<file path="config.mk">
export PLATFORM = sky130hd
export DESIGN_NAME = reg_file_wb
export DESIGN_NICKNAME = d
export VERILOG_FILES = /design/src/rtl/reg_file_wb.sv
export SDC_FILE = /design/constraint.sdc
export NUM_CORES = 2
export LEC_CHECK = 0
export ABC_AREA = 1
export CAP_MARGIN = 40
export CORE_MARGIN = 5
export CORE_UTILIZATION = 35
export DETAILED_ROUTE_END_ITERATION = 10
export DONT_BUFFER_PORTS = 1
export RECOVER_POWER = 50
export SLEW_MARGIN = 20
export SYNTH_ARGS = -nofsm -noshare
export SYNTH_HDL_FRONTEND = slang
export SYNTH_SLANG_ARGS = --single-unit
</file>
<file path="constraint.sdc">
create_clock -name clk -period 6.5 [get_ports clk]
set_clock_uncertainty 0.1 [all_clocks]
set_input_delay 1.625 -clock clk [delete_from_list [all_inputs] [get_ports clk]]
set_output_delay 1.625 -clock clk [all_outputs]
set_load 0.02 [all_outputs]
</file>
<file path="src/rtl/reg_file_wb.sv">
// Write-back register file: two combinational read ports, a registered debug port and a write trace.
// Build option: define RF_BYPASS_EN to forward same-cycle write data onto matching read ports.
module reg_file_wb #(
    parameter int DATA_W = 32,
    parameter int ADDR_W = 5,
    parameter int CNT_W  = 16
) (
    input  logic              clk,
    input  logic              rst_n,
    input  logic              regWrite,
    input  logic [ADDR_W-1:0] writeReg,
    input  logic [DATA_W-1:0] writeData,
    input  logic [ADDR_W-1:0] readReg1,
    input  logic [ADDR_W-1:0] readReg2,
    output logic [DATA_W-1:0] readData1,
    output logic [DATA_W-1:0] readData2,
    input  logic [ADDR_W-1:0] dbgReg,
    output logic [DATA_W-1:0] dbgData,
    output logic              lastWrValid,
    output logic [ADDR_W-1:0] lastWrReg,
    output logic [DATA_W-1:0] lastWrData,
    output logic [CNT_W-1:0]  wrCount
);

    localparam int NREGS = 2 ** ADDR_W;

    logic [DATA_W-1:0] regs_q [NREGS];
    logic [DATA_W-1:0] regs_d [NREGS];
    logic [DATA_W-1:0] dbg_q, dbg_d;
    logic              lwv_q, lwv_d;
    logic [ADDR_W-1:0] lwr_q, lwr_d;
    logic [DATA_W-1:0] lwd_q, lwd_d;
    logic [CNT_W-1:0]  cnt_q, cnt_d;
    logic              wr_acc_s;
    logic [DATA_W-1:0] rd1_s, rd2_s;

    // A write only counts when strobed and aimed at a real register.
    always_comb begin
        wr_acc_s = regWrite && (writeReg != {ADDR_W{1'b0}});
    end

    // Next-state for the register array and the write trace.
    always_comb begin
        regs_d = regs_q;
        lwv_d  = lwv_q;
        lwr_d  = lwr_q;
        lwd_d  = lwd_q;
        cnt_d  = cnt_q;
        if (wr_acc_s) begin
            regs_d[writeReg] = writeData;
            lwv_d            = 1'b1;
            lwr_d            = writeReg;
            lwd_d            = writeData;
            cnt_d            = cnt_q + CNT_W'(1);
        end else begin
            regs_d = regs_q;
        end
    end

    // Debug sample sees the pre-write array contents; no forwarding here.
    always_comb begin
        if (dbgReg == {ADDR_W{1'b0}}) begin
            dbg_d = {DATA_W{1'b0}};
        end else begin
            dbg_d = regs_q[dbgReg];
        end
    end

    // Read port 1 selection, with optional write-first forwarding.
    always_comb begin
        rd1_s = {DATA_W{1'b0}};
`ifdef RF_BYPASS_EN
        if (wr_acc_s && (writeReg == readReg1)) begin
            rd1_s = writeData;
        end else if (readReg1 == {ADDR_W{1'b0}}) begin
            rd1_s = {DATA_W{1'b0}};
        end else begin
            rd1_s = regs_q[readReg1];
        end
`else
        if (readReg1 == {ADDR_W{1'b0}}) begin
            rd1_s = {DATA_W{1'b0}};
        end else begin
            rd1_s = regs_q[readReg1];
        end
`endif
    end

    // Read port 2 selection, mirror of port 1.
    always_comb begin
        rd2_s = {DATA_W{1'b0}};
`ifdef RF_BYPASS_EN
        if (wr_acc_s && (writeReg == readReg2)) begin
            rd2_s = writeData;
        end else if (readReg2 == {ADDR_W{1'b0}}) begin
            rd2_s = {DATA_W{1'b0}};
        end else begin
            rd2_s = regs_q[readReg2];
        end
`else
        if (readReg2 == {ADDR_W{1'b0}}) begin
            rd2_s = {DATA_W{1'b0}};
        end else begin
            rd2_s = regs_q[readReg2];
        end
`endif
    end

    // State registers; asynchronous reset clears everything, including an in-flight write.
    always_ff @(posedge clk or negedge rst_n) begin
        if (!rst_n) begin
            for (int i = 0; i < NREGS; i++) begin
                regs_q[i] <= {DATA_W{1'b0}};
            end
            dbg_q <= {DATA_W{1'b0}};
            lwv_q <= 1'b0;
            lwr_q <= {ADDR_W{1'b0}};
            lwd_q <= {DATA_W{1'b0}};
            cnt_q <= {CNT_W{1'b0}};
        end else begin
            regs_q <= regs_d;
            dbg_q  <= dbg_d;
            lwv_q  <= lwv_d;
            lwr_q  <= lwr_d;
            lwd_q  <= lwd_d;
            cnt_q  <= cnt_d;
        end
    end

    assign readData1   = rd1_s;
    assign readData2   = rd2_s;
    assign dbgData     = dbg_q;
    assign lastWrValid = lwv_q;
    assign lastWrReg   = lwr_q;
    assign lastWrData  = lwd_q;
    assign wrCount     = cnt_q;

endmodule
</file>
==> Yosys cells after proc, flatten, opt, wreduce, memory -nomap -nowiden <==
Index checks and enable logic that the tools add are counted.
{ "classes": {"order_cmp": 5, "addsub": 1, "n_bitwise": 4, "n_reduce_logical": 6, "mux": 15} }
{ "op_table": {"columns": ["operator", "n"], "rows": [
  ["1024-bit bitwise mux", 1],
  ["32-bit binary-select mux with 5-bit select", 3],
  ["32-bit 2-to-1 mux", 10],
  ["32-bit demux with 5-bit select", 1],
  ["6-bit greater-or-equal comparator (second input constant)", 4],
  ["5-bit NOT with 6-bit output", 4],
  ["16-bit by 1-bit adder with 16-bit output (second input constant)", 1],
  ["5-bit zero test", 3],
  ["6-bit by 1-bit < comparator with 1-bit output (second input constant)", 1],
  ["5-bit nonzero test", 1],
  ["1-bit logical AND", 2]
]} }
{ "word_totals": {"register_bits": 1110, "inputBits": 55, "elab_cells": 68} }

==> Logic depth before layout (Yosys ltp) <==
{ "logic_depth": {"word_depth": 6, "mapped_depth": 13, "depth_no_buf": 9} }

==> Worst setup path after synthesis <==
OpenSTA, ideal clock, no wires.
{ "synth_timing": {"kind": "input to output", "startpoint": "input port readReg1[0]", "endpoint": "output port readData1[25]", "slack_ps": 1631, "arrival_time_ps": 3144, "cell_stages": 13, "required_ps": 4775, "cell_sequence": "buf_2 -> inv_1 -> buf_2 -> buf_2 -> clkbuf_1 -> nand2_1 -> nand3_1 -> nand3_1 -> nand2_1 -> nand2_1 -> nand3_1 -> nand2_1 -> nor2_1"} }
{ "synth_via": {"elab_chain_len": 5} }
{ "synth_rtl": {"columns": ["item", "line_no", "source"], "rows": [
  ["start, declared", "13", "input logic [ADDR_W-1:0] readReg1,"],
  ["5-bit NOT with 6-bit output (implied by the code)", "84", "rd1_s = regs_q[readReg1];"],
  ["32-bit binary-select mux with 5-bit select", "84", null],
  ["32-bit 2-to-1 mux (implied by the code) (2 in series)", "84", null],
  ["32-bit 2-to-1 mux (*)", "81", "if (readReg1 == {ADDR_W{1'b0}}) begin"],
  ["end, declared", "15", "output logic [DATA_W-1:0] readData1,"]
]} }
Mark *: on every way between the ends. The rest lies on a longest branch, timed or not. The select of a mux whose other input is x is not followed.

==> Worst setup path after layout <==
{ "layout_timing": {"startpoint": "input port readReg2[1]", "endpoint": "output port readData2[16]"} }
{ "layout_via": {"elab_chain_len": 5} }
{ "layout_rtl": {"columns": ["item", "line_no", "source"], "rows": [
  ["start, declared", "14", "input logic [ADDR_W-1:0] readReg2,"],
  ["5-bit NOT with 6-bit output (implied by the code)", "104", "rd2_s = regs_q[readReg2];"],
  ["32-bit binary-select mux with 5-bit select", "104", null],
  ["32-bit 2-to-1 mux (implied by the code) (2 in series)", "104", null],
  ["32-bit 2-to-1 mux (*)", "101", "if (readReg2 == {ADDR_W{1'b0}}) begin"],
  ["end, declared", "16", "output logic [DATA_W-1:0] readData2,"]
]} }
Marks and branches as above.

==> results by group <==
Place
  – # port buffers: 0
  – HPWL Detailed: ~160,000 µm
  – Setup Slack @ Placement: approximately 0.58 ns
  – GP Congestion: 0.8469

Floorplan
  – Die Area: 0.2075 mm²
  – Die width: 455.5 µm
  – Chip Height: approximately 460 µm
  – Starting density of the core: 35.19%
  – # rows: between 150 and 200
  – Area of the core: 0.1974 mm²
  – I/O pin count: around 210

Global route
  – Vias in the first global route: between 70,000 and 80,000
  – Total grt overflow: 0
  – Gr usage total: between 20 and 30%
  – First-pass GRT wire length: 468,800 µm
  – Initial antenna violation count: 9
  – Largest net degree at the start of global routing: approximately 560

Clock network
  – Post-CTS Setup Inserts: 0
  – Sink Count: ~1,100
  – TritonCTS clock tree: yes
  – Cts repair resizes: 0
  – Number of buffers created by CTS: 140
  – Clock Latency Late Sink: about 0.81 ns
  – H-tree depth: 4
  – CTS root buf: clkbuf_16
  – Clock Tree Buf Depth: 3
  – Hold buffers post-CTS: 0
  – Reg clk slew, reported paths: ~0.050 ns

STA
  – Max Slew Vio Count: approximately 1,900
  – Tmin final: 6.606 ns
  – RSZ-0062 raised after global routing: false
  – F_max: between 0.15 and 0.2 GHz
  – Worst hold margin: roughly 0.33 ns
  – Setup TNS: -0.2319 ns
  – Hold Vio Cnt, Final: 0
  – Worst slew pin tran: between 3 and 4 ns
  – Setup WS post-layout: -0.1062 ns
  – Period utilization: 101.6%
  – Setup-failing EPs final: 5
  – Rel. slew slack: -139.6%

Power
  – Worst vdd rail ir drop: 0.0003297 V
  – Lkg Pwr: 35.28 nW
  – Register share of total power: a little over two fifths
  – Share of power burned in the clock network: between 30% and 40%
  – Net Sw Power: between 7 and 8 mW
  – Total Power: around 22 mW
  – Combinational group share of total power: between 20% and 30%
  – Switch share: 33.69%
  – Power Dens Cells: a little under 300 mW/mm²
  – Internal: about 15 mW

Critical path
  – Startpoint types: primary input
  – Worst r2r path cells: 8
  – Flop2flop setup slack: 4.53 ns
  – Crit end category: primary output
  – Max Fanout on Critical Path: 253
  – Reg-to-Reg End: dbgData[13]
  – Critical R2R Launch: regs_q[973]
  – CP Class: primary input to primary output
  – WP data arrival: 4.88 ns
  – Worst Path Required: roughly 4.8 ns

Route
  – DR DRC count: 0
  – Vias/cell: a little under 6
  – Per-cell routed wire length: 24.06 µm
  – Antenna Violating Nets Remaining: 0
  – Total length of routed wires: approximately 320,000 µm
  – First-pass DRT Iterations: 6
  – Iter 0 DRT Violations: ~11,000
  – DR vias: around 77,000

Logic synthesis
  – Ys Warns: 0
  – Syn Nets: around 11,000
  – Synthesized area: 0.06947 mm²
  – Post-synth EDFFs: 0
  – Cell accounting for the most synthesized area: dfrtp_1
  – Synthesis-stage register bit count: 1,110
  – Mapped Cells: roughly 11,000
  – Synth top area cells: dfrtp_1 40%, nand2_1 25%, nand3_1 15%
  – Share of the synthesized area in the top cell type: roughly 40%
  – Mapped Avg Cell Area: 6.334 µm²
  – Post-synth cell types: 23
  – Seq/Total Area, Yosys: approximately 40%
  – Main flop type after synthesis: dfrtp_1
  – Post-synth ARST share: 100.0%

Min path
  – Min-delay src: regs_q[1016]
  – Hold Crit Class: flip-flop to flip-flop
  – Hold depth: 0
  – Hold Path End: regs_q[1016]

Layout
  – Share of layout cells above drive strength 1: roughly 4.4%
  – Final nets: between 10,000 and 15,000
  – Register area: approximately 0.028 mm²
  – Fillers: ~21,000
  – Layout area overhead: 9.981%
  – Commonest non-fill, non-tap cell in the layout: nand2_1
  – Most frequent cells in the layout: 4,664 x nand2_1, 2,066 x nand3_1, 1,110 x dfrtp_1, 1,066 x o21ai_0, 522 x nor2_1
  – Multi-input logic area: 0.03736 mm²

Run status
  – Status: finished, violations left
  – Failing checks: max-capacitance violations, max-slew violations, negative setup slack

Flow run
  – Max cap viols: 37
[worst max-delay path: stages]
cell and delay (ns):
inv_8 1.09, buf_4 0.41, a21oi_1 0.07, o21ai_0 0.16, a21oi_1 0.12, nor2_1 0.15, nor2_1 0.06, nor2_1 0.54
[layer usage]
metal	track usage (%)	share of wire [%]	vias up
met5	0	0.0057	-
met4	16.99	6.4	4
met3	6.428	11	1061
met2	44.54	43	5116
met1	38.03	39	36160
li1	-	-	34410
[kinds of logic after synthesis]
| family | Yosys count | synth area share, % |
|---|---|---|
| adders and majority gates | 1 | 0.01801 |
| DFF | 1110 | 39.98 |
| xor gates and xnor gates | 13 | 0.1639 |
| AOI/OAI and AO/OA | 1442 | 10.39 |
| buffers and inverters | 1119 | 6.264 |
| and+or+nand+nor | 7283 | 43.19 |
[final cells by class]
cell class	count	share of cell area, %
multi-input combinational	8739	48.89
sequential	1110	36.35
clock buffer	203	5.566
tap	2640	4.323
timing repair buffer	233	3.409
inverter	131	0.7418
clock inverter	50	0.6976
antenna	5	0.01638
[power by group through the flow]
stage	clock network, mW	registers, mW	logic (mW)
floorplan	0	9.35	3.52
global placement	0	9.67	4.31
detailed placement	0	9.71	4.48
CTS	8.34	9.61	4.49
global route	8.60	9.84	5.18
finish	8.20	9.67	4.52
[Yosys cell counts, types with 12 or more instances]
cell type	number
clkbuf_1	753
a21oi_1	376
o21ai_0	1066
nand2_1	4662
xor2_1	12
nand3_1	2069
nor3_1	17
dfrtp_1	1110
buf_2	121
buf_1	114
nor2_1	521
inv_1	121
[worst max-delay path by stage]
stage	cells after the start	slack, ns	from	endpoint
finish	8	-0.11	readReg2[1]	readData2[16]
CTS	12	0.61	readReg2[0]	readData2[17]
global route	3	0.35	rst_n	regs_q[719]
global placement	12	0.55	readReg2[0]	readData2[17]
floorplan	13	1.63	readReg1[0]	readData1[25]
detailed placement	12	0.58	readReg2[0]	readData2[17]
[sequential cells by signal (all words and copies together) (netlist names)]
register	flops
regs_q	1024
dbgData	32
lastWrData	32
wrCount	16
lastWrReg	5
lastWrValid	1
[stage by stage]
stage               instance area, µm²  std cells  util (%)
floorplan                        69470      10970         -
global placement                 71070      12800     36.00
detailed placement               72150      12850     36.55
CTS                              76940      13110     38.97
global route                     76400      13110     38.70
finish                           76410      13110     38.70
(Power assumes the default switching activity.)
